<file path="src/rtl/edge_event_ctrl.sv">
// -----------------------------------------------------------------------------
// edge_event_ctrl
//
// Samples an asynchronous serial line, debounces it with a programmable
// prescaler and stability filter, and turns accepted level changes into
// counted events drained through a valid/ready handshake.
//
// Ports
//   clk_i        single clock, rising edge
//   rst_ni       asynchronous active-low reset
//   cfg_en_i     block enable (synchronizer and handshake run regardless)
//   cfg_div_i    sample period minus one, in clk_i cycles
//   cfg_edge_i   event select: 00 none, 01 rise, 10 fall, 11 both
//   cfg_filt_i   extra consecutive stable samples needed to accept a change
//   clr_i        synchronous clear of pending count and overflow flag
//   serial_i     asynchronous serial input
//   serial_o     filtered level
//   evt_valid_o  at least one event pending
//   evt_ready_i  consumer acknowledge
//   evt_rise_o   type of most recently accepted event (1 rise, 0 fall)
//   evt_cnt_o    number of pending events
//   overflow_o   sticky flag, set when an event is lost
// -----------------------------------------------------------------------------
module edge_event_ctrl #(
    parameter int DivWidth = 16,
    parameter int CntWidth = 8
) (
    input  logic                clk_i,
    input  logic                rst_ni,
    input  logic                cfg_en_i,
    input  logic [DivWidth-1:0] cfg_div_i,
    input  logic [1:0]          cfg_edge_i,
    input  logic [3:0]          cfg_filt_i,
    input  logic                clr_i,
    input  logic                serial_i,
    output logic                serial_o,
    output logic                evt_valid_o,
    input  logic                evt_ready_i,
    output logic                evt_rise_o,
    output logic [CntWidth-1:0] evt_cnt_o,
    output logic                overflow_o
);

    localparam logic [DivWidth-1:0] DIV_ONE = {{(DivWidth-1){1'b0}}, 1'b1};
    localparam logic [CntWidth-1:0] CNT_ONE = {{(CntWidth-1){1'b0}}, 1'b1};
    localparam logic [CntWidth-1:0] CNT_MAX = {CntWidth{1'b1}};

    // Two-flop synchronizer; bit 1 is the metastability-safe sample.
    logic [1:0]          sync_reg;

    logic [DivWidth-1:0] div_cnt_reg, div_cnt_next;
    logic [3:0]          stab_reg, stab_next;
    logic                level_reg, level_next;
    logic [CntWidth-1:0] cnt_reg, cnt_next;
    logic                valid_reg, valid_next;
    logic                rise_reg, rise_next;
    logic                ovf_reg, ovf_next;

    logic                sample;
    logic                strobe;
    logic                toggle;
    logic                new_evt;
    logic                handshake;

    assign sample    = sync_reg[1];
    assign strobe    = cfg_en_i && (div_cnt_reg >= cfg_div_i);
    assign handshake = valid_reg && evt_ready_i;

    // Prescaler and stability filter.
    always_comb begin
        div_cnt_next = div_cnt_reg;
        stab_next    = stab_reg;
        level_next   = level_reg;
        toggle       = 1'b0;

        if (!cfg_en_i) begin
            div_cnt_next = '0;
            stab_next    = 4'd0;
        end else begin
            div_cnt_next = strobe ? '0 : div_cnt_reg + DIV_ONE;
            if (strobe) begin
                if (sample != level_reg) begin
                    // A counter left above a lowered threshold falls into
                    // the accept branch on the next differing sample.
                    if (stab_reg < cfg_filt_i) begin
                        stab_next = stab_reg + 4'd1;
                    end else begin
                        toggle     = 1'b1;
                        level_next = ~level_reg;
                        stab_next  = 4'd0;
                    end
                end else begin
                    stab_next = 4'd0;
                end
            end
        end
    end

    // A toggle to 1 is a rise (cfg_edge_i[0]), to 0 a fall (cfg_edge_i[1]).
    assign new_evt = toggle && (level_next ? cfg_edge_i[0] : cfg_edge_i[1]);

    // Pending-event counter, event type and overflow.
    always_comb begin
        cnt_next  = cnt_reg;
        rise_next = rise_reg;
        ovf_next  = ovf_reg;

        if (clr_i) begin
            // A same-cycle event is dropped without touching any state.
            cnt_next = '0;
            ovf_next = 1'b0;
        end else begin
            if (new_evt) begin
                rise_next = level_next;
            end
            unique case ({new_evt, handshake})
                2'b10: begin
                    if (cnt_reg == CNT_MAX) begin
                        ovf_next = 1'b1;
                    end else begin
                        cnt_next = cnt_reg + CNT_ONE;
                    end
                end
                2'b01:   cnt_next = cnt_reg - CNT_ONE;
                default: cnt_next = cnt_reg;
            endcase
        end

        valid_next = (cnt_next != '0);
    end

    always_ff @(posedge clk_i or negedge rst_ni) begin
        if (!rst_ni) begin
            sync_reg    <= 2'b00;
            div_cnt_reg <= '0;
            stab_reg    <= 4'd0;
            level_reg   <= 1'b0;
            cnt_reg     <= '0;
            valid_reg   <= 1'b0;
            rise_reg    <= 1'b0;
            ovf_reg     <= 1'b0;
        end else begin
            sync_reg    <= {sync_reg[0], serial_i};
            div_cnt_reg <= div_cnt_next;
            stab_reg    <= stab_next;
            level_reg   <= level_next;
            cnt_reg     <= cnt_next;
            valid_reg   <= valid_next;
            rise_reg    <= rise_next;
            ovf_reg     <= ovf_next;
        end
    end

    assign serial_o    = level_reg;
    assign evt_valid_o = valid_reg;
    assign evt_rise_o  = rise_reg;
    assign evt_cnt_o   = cnt_reg;
    assign overflow_o  = ovf_reg;

endmodule

</file>
<file path="config.mk">
export PLATFORM = sky130hd
export DESIGN_NAME = edge_event_ctrl
export DESIGN_NICKNAME = d
export VERILOG_FILES = /design/src/rtl/edge_event_ctrl.sv
export SDC_FILE = /design/constraint.sdc
export NUM_CORES = 1
export LEC_CHECK = 0
export CORE_ASPECT_RATIO = 0.75
export CORE_MARGIN = 2
export CORE_UTILIZATION = 49
export DETAILED_ROUTE_END_ITERATION = 7
export GPL_TIMING_DRIVEN = 0
export PLACE_DENSITY_LB_ADDON = 0.3
export SYNTH_ARGS = -nofsm -noshare
export SYNTH_HDL_FRONTEND = slang
export SYNTH_SLANG_ARGS = --single-unit
</file>
<file path="constraint.sdc">
create_clock -name clk_i -period 3.7 [get_ports clk_i]
set_input_delay 0.37 -clock clk_i [delete_from_list [all_inputs] [get_ports clk_i]]
set_output_delay 0.37 -clock clk_i [all_outputs]
set_load 0.005 [all_outputs]
</file>
### After elaboration in Yosys (flattened, before gate mapping)

Index checks and enable logic that the tools add are counted.
Widths: inputs -> output; s select.

* bits in registers: 34
* bits in latches: 0
* memory bits (writable): 0
* ROM bits: 0
* input bits: 28
* output and inout port bits: 12
* memories: 0

* $add $sub $neg: 4
* multiply operators: 0
* div/mod/pow operators: 0
* $lt $le $gt $ge: 2
* equality and inequality tests: 5
* shift-type cells: 0
* mux-type cells: 21
* bitwise gates (word level): 2
* reductions and logical operators: 8

Operators with widths (count)
* $mux 16: 2
* $add 16x1->16 const B: 1
* $ge 16x16->1: 1
* $mux 4: 4
* $mux 8: 2
* $pmux 8 s2: 1
* $mux 1: 12
* $add 8x1->8 const B: 1
* $eq 8x8->1 const B: 1
* $reduce_bool 8->1: 1
* $sub 8x1->8 const B: 1
* $add 4x1->4 const B: 1
* $lt 4x4->1: 1
* $reduce_and 2->1: 2
* $reduce_bool 2->1: 2
* $logic_and 1x1->1: 3
* $eq 2x1->1 const B: 1
* $eq 2x2->1 const B: 1
* $ne 2x1->1 const B: 1
* $not 1->1: 2
* $ne 1x1->1: 1

### Longest topological paths before layout

Gate-level depths: netlist of the first run.

* word-level depth: 11
* depth in mapped cells: 16
* mapped depth without buffers: 15

### Worst setup path before layout of the first run

OpenSTA, ideal clock, no wires.

* kind: register to register
* start point: register div_cnt_reg[0]
* end point: register valid_reg, in the netlist evt_valid_o
* setup time: 0.139 ns
* arrival time: 3.339 ns
* setup slack: 0.222 ns
* cell stages (with the launch flop): 17
* buffers on the path: 1
* cell sequence: dfrtp_1 > inv_1 > ha_1 > nand2b_1 > a2111oi_0 > o21a_1 > o21ai_0 > and2_1 > and3_1 > ha_1 > clkbuf_1 > inv_1 > or3_1 > a21oi_1 > o21a_1 > or2_0 > or4_1

* word-level cells in the longest chain between the ends: 10
* elaborated cells on any way between the ends: 13

Ends and longest elaborated chain
* start, declared: RTL line 51 `logic [DivWidth-1:0] div_cnt_reg, div_cnt_next;`
* start signal, assigned: RTL line 144 `div_cnt_reg <= div_cnt_next;`
* $ge 16x16->1 (*): RTL line 66 `assign strobe = cfg_en_i && (div_cnt_reg >= cfg_div_i);`
* $logic_and 1x1->1 (*): RTL line 66
* $mux 1: RTL line 81 `if (strobe) begin`
* $mux 1: RTL line 76 `if (!cfg_en_i) begin`
* $mux 1: RTL line 100 `assign new_evt = toggle && (level_next ? cfg_edge_i[0] : cfg_edge_i[1]);`
* $logic_and 1x1->1 (*): RTL line 100
* $eq 2x1->1 / $eq 2x2->1 (equally long branches): RTL line 116 `unique case ({new_evt, handshake})`
* $pmux 8 s2 (*): RTL line 116
* $mux 8 (*): RTL line 108 `if (clr_i) begin`
* via cnt_next[6]: RTL line 54 `logic [CntWidth-1:0] cnt_reg, cnt_next;`
* $reduce_bool 8->1 (*): RTL line 129 `valid_next = (cnt_next != '0);`
* via valid_next: RTL line 55 `logic valid_reg, valid_next;`
* end signal, assigned: RTL line 148 `valid_reg <= valid_next;`
* end, declared: RTL line 55

Mark *: on every way through the listed nets, which the timed path passes. The rest lies on a longest branch.
A chain may end at the register's enable or synchronous reset.

### Final worst setup path of the first run

* start point: input cfg_div_i[15]
* end point: register valid_reg, in the netlist evt_valid_o

* word-level cells in the longest chain between the ends: 10
* elaborated cells on any way between the ends: 13

Ends and longest elaborated chain
* start, declared: RTL line 31 `input logic [DivWidth-1:0] cfg_div_i,`
* $ge 16x16->1 (*): RTL line 66
* $logic_and 1x1->1 (*): RTL line 66
* $mux 1: RTL line 81
* $mux 1: RTL line 76
* $mux 1: RTL line 100
* $logic_and 1x1->1 (*): RTL line 100
* $eq 2x1->1 / $eq 2x2->1 (equally long branches): RTL line 116
* $pmux 8 s2 (*): RTL line 116
* $mux 8 (*): RTL line 108
* $reduce_bool 8->1 (*): RTL line 129
* via valid_next: RTL line 55

Marked as above.

==> results of run 1 <==
-- cell families (layout without fill, tap and decap cells) --
| logic type | Yosys count | after routing |
|---|---|---|
| xor+xnor | 17 | 17 |
| mux | 5 | 5 |
| buf+inv | 46 | 96 |
| flops | 34 | 34 |
| compound gates | 58 | 58 |
| fa+ha+maj | 25 | 25 |
| simple gates | 112 | 112 |
-- path summary, 6_finish.rpt --
path / start / endpoint / cells past startpoint
setup reg to reg: div_cnt_reg[0] / evt_valid_o / 15
max in group asynchronous: rst_ni / div_cnt_reg[8] / 1
min in group clk_i: sync_reg[0] / sync_reg[1] / 0
hold reg to reg: sync_reg[0] / sync_reg[1] / 0
setup / recovery: cfg_div_i[15] / evt_valid_o / 15
hold / removal: rst_ni / stab_reg[0] / 1
-- timing repair --
| item | in CTS | in global routing |
|---|---|---|
| endpoints found under the setup margin | 1 | 1 |
| pin swaps | 1 | 6 |
| hold buffers | 0 | 0 |
| gates cloned | 0 | 0 |
| setup buffers | 1 | 6 |
| resized for setup | 6 | 12 |
-- synth_stat cells, drive strengths merged, types with 5 or more instances --
cell type	instances	area, um2
a21oi	15	75.1
ha	25	313
a31oi	6	37.5
nand2	22	97.6
o21a	5	37.5
nor3	6	46.3
buf	6	47.5
inv	33	124
dfrtp	34	851
nand3	14	75.1
and3	6	37.5
nor2	33	124
clkbuf	7	26.3
nand4	7	43.8
xnor2	7	61.3
xor2	10	87.6
o21ai	9	45.0
-- final cells by class --
cell class	count	area [um2]
Tap cell	60	75.1
Clock buffer	8	110
Buffer	10	63.8
Fill cell	435	1730
Inverter	33	126
Sequential cell	34	851
Multi-Input combinational cell	217	1560
Timing Repair Buffer	45	440
-- metrics by stage --
| step | cells | total power (W) |
|---|---|---|
| global route | 407 | 0.000818 |
| finish | 407 | 0.000781 |
| detailed placement | 395 | 0.000461 |
| floorplan | 297 | 0.000416 |
| CTS | 401 | 0.000789 |
| global placement | 395 | 0.000459 |
-- routing by layer --
layer,global-route usage,up-vias,share of wire
met2,0.301,78,0.43
met1,0.320,1038,0.49
li1,-,1130,-
met4,0.0673,0,0.013
met3,0.0462,10,0.067
met5,0,-,0
-- worst reg2reg max path, stage by stage (launching register included) --
cell and delay, ps:
dfrtp_1 420, inv_1 70, ha_1 260, nand2b_1 140, a2111oi_1 420, o21a_1 230, o21ai_2 80, and2_1 180
nand3_1 130, ha_4 250, buf_12 130, nor2b_2 110, a31oi_1 80, o21a_1 120, or2_0 210, or4_1 500
-- where the power goes --
| part | leakage [nW] | total (W) | internal (W) | switching, W |
|---|---|---|---|---|
| sequential | 0.468 | 0.000381 | 0.000376 | 0.00000527 |
| clock | 0.0575 | 0.000326 | 0.000188 | 0.000138 |
| combinational | 0.990 | 0.0000744 | 0.0000397 | 0.0000347 |
| total | 1.52 | 0.000781 | 0.000603 | 0.000178 |
==> impl_metrics.toml, run 1 <==
[clocking]
h-tree-depth = 2
cts.path.max_buffers = 2
cts-root-buf = "clkbuf_8"
cts_sinks = 34
clk_latency_ps = 290
cts_tree = "yes"
numCtsBuffers = 5
clk_pin_slew_ps = 70

[synthesis]
synth_edf_count = 0
yosysWarnings = 0
yosys.area_share.simple = 0.238
synth_seq_area_share = 0.334
synth_compound_area_frac = 0.149
synth_area_um2 = 2550
synth.distinct_cells = 52
ys.flop_type = "dfrtp_1"
synth_mux_area_frac = 0.0201
synth_xor_area_frac = 0.0584
synthCells = 297
synth_adder_area_share = 0.123
yosys_register_bits = 34
ys_async_sr_fraction = 1.00
syn_area_per_cell_um2 = 8.58
syn_nets = 350
synth_top_family_by_area = "simple AND/OR/NAND/NOR gates"

[floorplan]
rows = 22
ioPinCount = 40
dieHeight_um = 66.4
die_area_um2 = 5800
core-area_um2 = 4950
start_util = 0.514
die_x_um = 87.3

[grt]
overflow = 0
antenna_found_initial = 0
grtUsageTotal = 0.213
grt_pass1_vias = 2043
grt_pass1_wl_mm = 9.59
grt_max_degree = 35

[finish]
drive_gt1_frac = 0.118
antenna_cells = 0
synthToLayoutAreaGrowth_pct = 26.6
layout.nets = 399
final_cell_mix = "37 x clkdlybuf4s50_1, 34 x dfrtp_1, 32 x inv_1, 32 x nor2_1, 23 x ha_1"
final_area_um2 = 3230
largest_reg_flops = 16
postLayoutCoreUtil = 0.651
layout.cells.most_common = "clkdlybuf4s50_1"

[routing]
final_antenna_net_count = 0
drc = 0
drt_iter0_markers = 168
wl_per_cell_um = 14.5
wl_mm = 5.89
num_vias = 2256
firstDrtPassIters = 4
vias_per_cell = 5.54

[timing]
setup_viol = 0
setup_tns_ps = 0
fmax_ghz = 0.287
fin_crit_sh = 0.943
period_needed_ps = 3490
hold_viol_final = 0
maxSlewHeadroom = 0.504
timing.hold.ws_ps = 141
tightestPinTransition_ps = 744
slew_violations = 0
finClkSkew_ps = 6.91
layout_setup_ws_ps = 211

[setup_path]
cp_slowest_cell = "clkdlybuf4s50_1"
arrival_ps = 3650
cp_max_fo = 7
crit_buf_inv = 2
critPathLaunchType = "primary input"
cp_top_family = "simple AND/OR/NAND/NOR gates"
end_kind = "flop"
critPathMaxStageDelay_ps = 470
r2r_slack_ps = 260
critPathRequiredTime_ps = 3870
path_cells = "clkdlybuf4s50_1, inv_1, ha_1, nand4_1, nor2_2, o2111ai_2, o21ai_2, and2_1, nand3_1, ha_4, o32ai_1, nand2_1, a221oi_2, o221ai_2, or4_1"
crit_type = "primary input to flop"

[outcome]
status = "complete, no violations"

[power]
worst_ir_drop_vdd_mv = 0.141
p_leak_nw = 1.52
cellPowerDensity_nw_per_um2 = 242

[place]
dpl-instance-area_um2 = 3000
place_ws_ps = -732
io_buffers = 38
routabilityCongestion = 0.874
hpwl_mm = 4.34

[job]
max_cap_viol_count = 0

[min_path]
hp-class = "primary input to asynchronous set/reset pin"
Note: power is estimated with default switching activity, not from simulation.
==> inputs of run 2 (changes only) <==
==> constraint.sdc (replaced) <==
create_clock -name clk_i -period 3.7 [get_ports clk_i]
set_input_delay 0.555 -clock clk_i [delete_from_list [all_inputs] [get_ports clk_i]]
set_output_delay 0.555 -clock clk_i [all_outputs]
set_load 0.005 [all_outputs]
==> impl_metrics.toml, run 2 (synthesis gave the netlist of run 1 again) <==
[finish]
layout.nets = 401
layout.cells.most_common = "dfrtp_1"
largest_reg_flops = 16
final_area_um2 = 3430
drive_gt1_frac = 0.192
fillers = 369
synthToLayoutAreaGrowth_pct = 34.7
antenna_cells = 0
final_cell_mix = "34 x dfrtp_1, 33 x clkdlybuf4s50_1, 32 x nor2_1, 28 x inv_1, 19 x nand2_1"
postLayoutCoreUtil = 0.693

[job]
max_cap_viol_count = 0

[timing]
finClkSkew_ps = 4.74
slew_violations = 0
setup_viol = 0
layout_setup_ws_ps = 158
maxSlewHeadroom = 0.510
tightestPinTransition_ps = 736
rsz0062_at_grt = "false"
period_needed_ps = 3540
hold_viol_final = 0
fmax_ghz = 0.282
fin_crit_sh = 0.957
setup_tns_ps = 0

[clocking]
cts-root-buf = "clkbuf_8"
hold_buffers = 0
h-tree-depth = 2
numCtsBuffers = 5
cts_tree = "yes"
clk_latency_ps = 290
clk_pin_slew_ps = 70
cts_sinks = 34
cts.path.max_buffers = 2

[setup_path]
crit_type = "primary input to flop"
cp_slowest_cell = "or4_1"
critPathRequiredTime_ps = 3870
critPathMaxStageDelay_ps = 520
end_kind = "flop"
cp_max_fo = 6
critPathLaunchType = "primary input"
cp_common_cell = "ha_4"
path_cells = "clkdlybuf4s50_1, inv_1, ha_4, a21o_1, a211oi_2, o21a_1, o21ai_2, and2_4, and3_4, ha_4, o32ai_2, nand2_1, a221oi_2, o221ai_2, or4_1"
arrival_ps = 3710

[grt]
grt_pass1_wl_mm = 9.60
antenna_found_initial = 0
grtUsageTotal = 0.214
overflow = 0
grt_pass1_vias = 2044
grt_max_degree = 35

[routing]
final_antenna_net_count = 0
wl_per_cell_um = 16.1
num_vias = 2396
wl_mm = 6.60
drc = 0
drt_iter0_markers = 161
firstDrtPassIters = 4
vias_per_cell = 5.86

[place]
place_ws_ps = -917
io_buffers = 38
dpl-instance-area_um2 = 3000
hpwl_mm = 4.34
routabilityCongestion = 0.874

[min_path]
hp-class = "primary input to asynchronous set/reset pin"

[outcome]
status = "complete, no violations"

[floorplan]
start_util = 0.514
dieHeight_um = 66.4
core-area_um2 = 4950
rows = 22
die_area_um2 = 5800
ioPinCount = 40
die_x_um = 87.3

[power]
worst_ir_drop_vdd_mv = 0.144
cellPowerDensity_nw_per_um2 = 234
power.total_w = 0.000803
p_leak_nw = 1.57
[run 2: cell count changes in the layout (fill, tap and decap cells not counted), moves of 2 or more]
| cell | before | now |
|---|---|---|
| ha_4 | 2 | 9 |
| o32ai_1 | 2 | 0 |
| dlymetal6s2s_1 | 0 | 4 |
| inv_1 | 32 | 28 |
| o32ai_2 | 0 | 2 |
| a21oi_2 | 0 | 4 |
| a21oi_1 | 15 | 11 |
| buf_6 | 2 | 4 |
| clkdlybuf4s50_1 | 37 | 33 |
| ha_1 | 23 | 16 |
| inv_2 | 0 | 3 |
[run 2: final timing paths]
check	start	end	slack (ps)	cells after the start
max	cfg_div_i[6]	evt_valid_o	160	15
min	rst_ni	stab_reg[0]	320	1
max reg2reg	div_cnt_reg[13]	evt_valid_o	340	13
min reg2reg	sync_reg[0]	sync_reg[1]	360	0
max in group asynchronous	rst_ni	div_cnt_reg[8]	2910	1
min in group clk_i	sync_reg[0]	sync_reg[1]	360	0
[run 2: stage by stage]
stage,hold slack [ps],std cells
2_1_floorplan,259,297
3_3_place_gp,334,395
3_5_place_dp,347,395
4_1_cts,350,401
5_1_grt,372,409
6_report,317,409
[run 2: worst max-delay path: cells and delay by family]
kind	cells	cell delay (ps)
buf+inv	2	520
fa+ha+maj	2	410
compound gates	7	1270
simple gates	4	950
[run 2: routing by layer]
metal,vias to the layer above,wire length [um],track usage
met5,-,0,0
met4,0,197,0.0635
met3,20,494,0.0549
met2,106,2920,0.309
met1,1127,2980,0.311
li1,1143,-,-
[run 2: power breakdown]
part / total (W) / internal [W] / switching, W / leakage, nW
combinational: 0.0000928 / 0.0000500 / 0.0000429 / 1.04
clock: 0.000329 / 0.000188 / 0.000141 / 0.0575
sequential: 0.000381 / 0.000376 / 0.00000594 / 0.468
total: 0.000803 / 0.000613 / 0.000190 / 1.57
[run 2: what timing repair did]
| item | 4_1_cts | 5_1_grt |
|---|---|---|
| endpoints found under the setup margin | 8 | 1 |
| pin swaps | 2 | 21 |
| setup buffers | 1 | 8 |
| resized for setup | 10 | 47 |
[run 2: final cells by class]
type / count / area, um2 / area share
sequential: 34 / 851 / 0.248
tap: 60 / 75.1 / 0.0219
clock buffer: 8 / 110 / 0.0321
inverter: 33 / 131 / 0.0383
multi-input combinational: 217 / 1740 / 0.507
buffer: 10 / 70.1 / 0.0204
timing repair buffer: 47 / 454 / 0.132
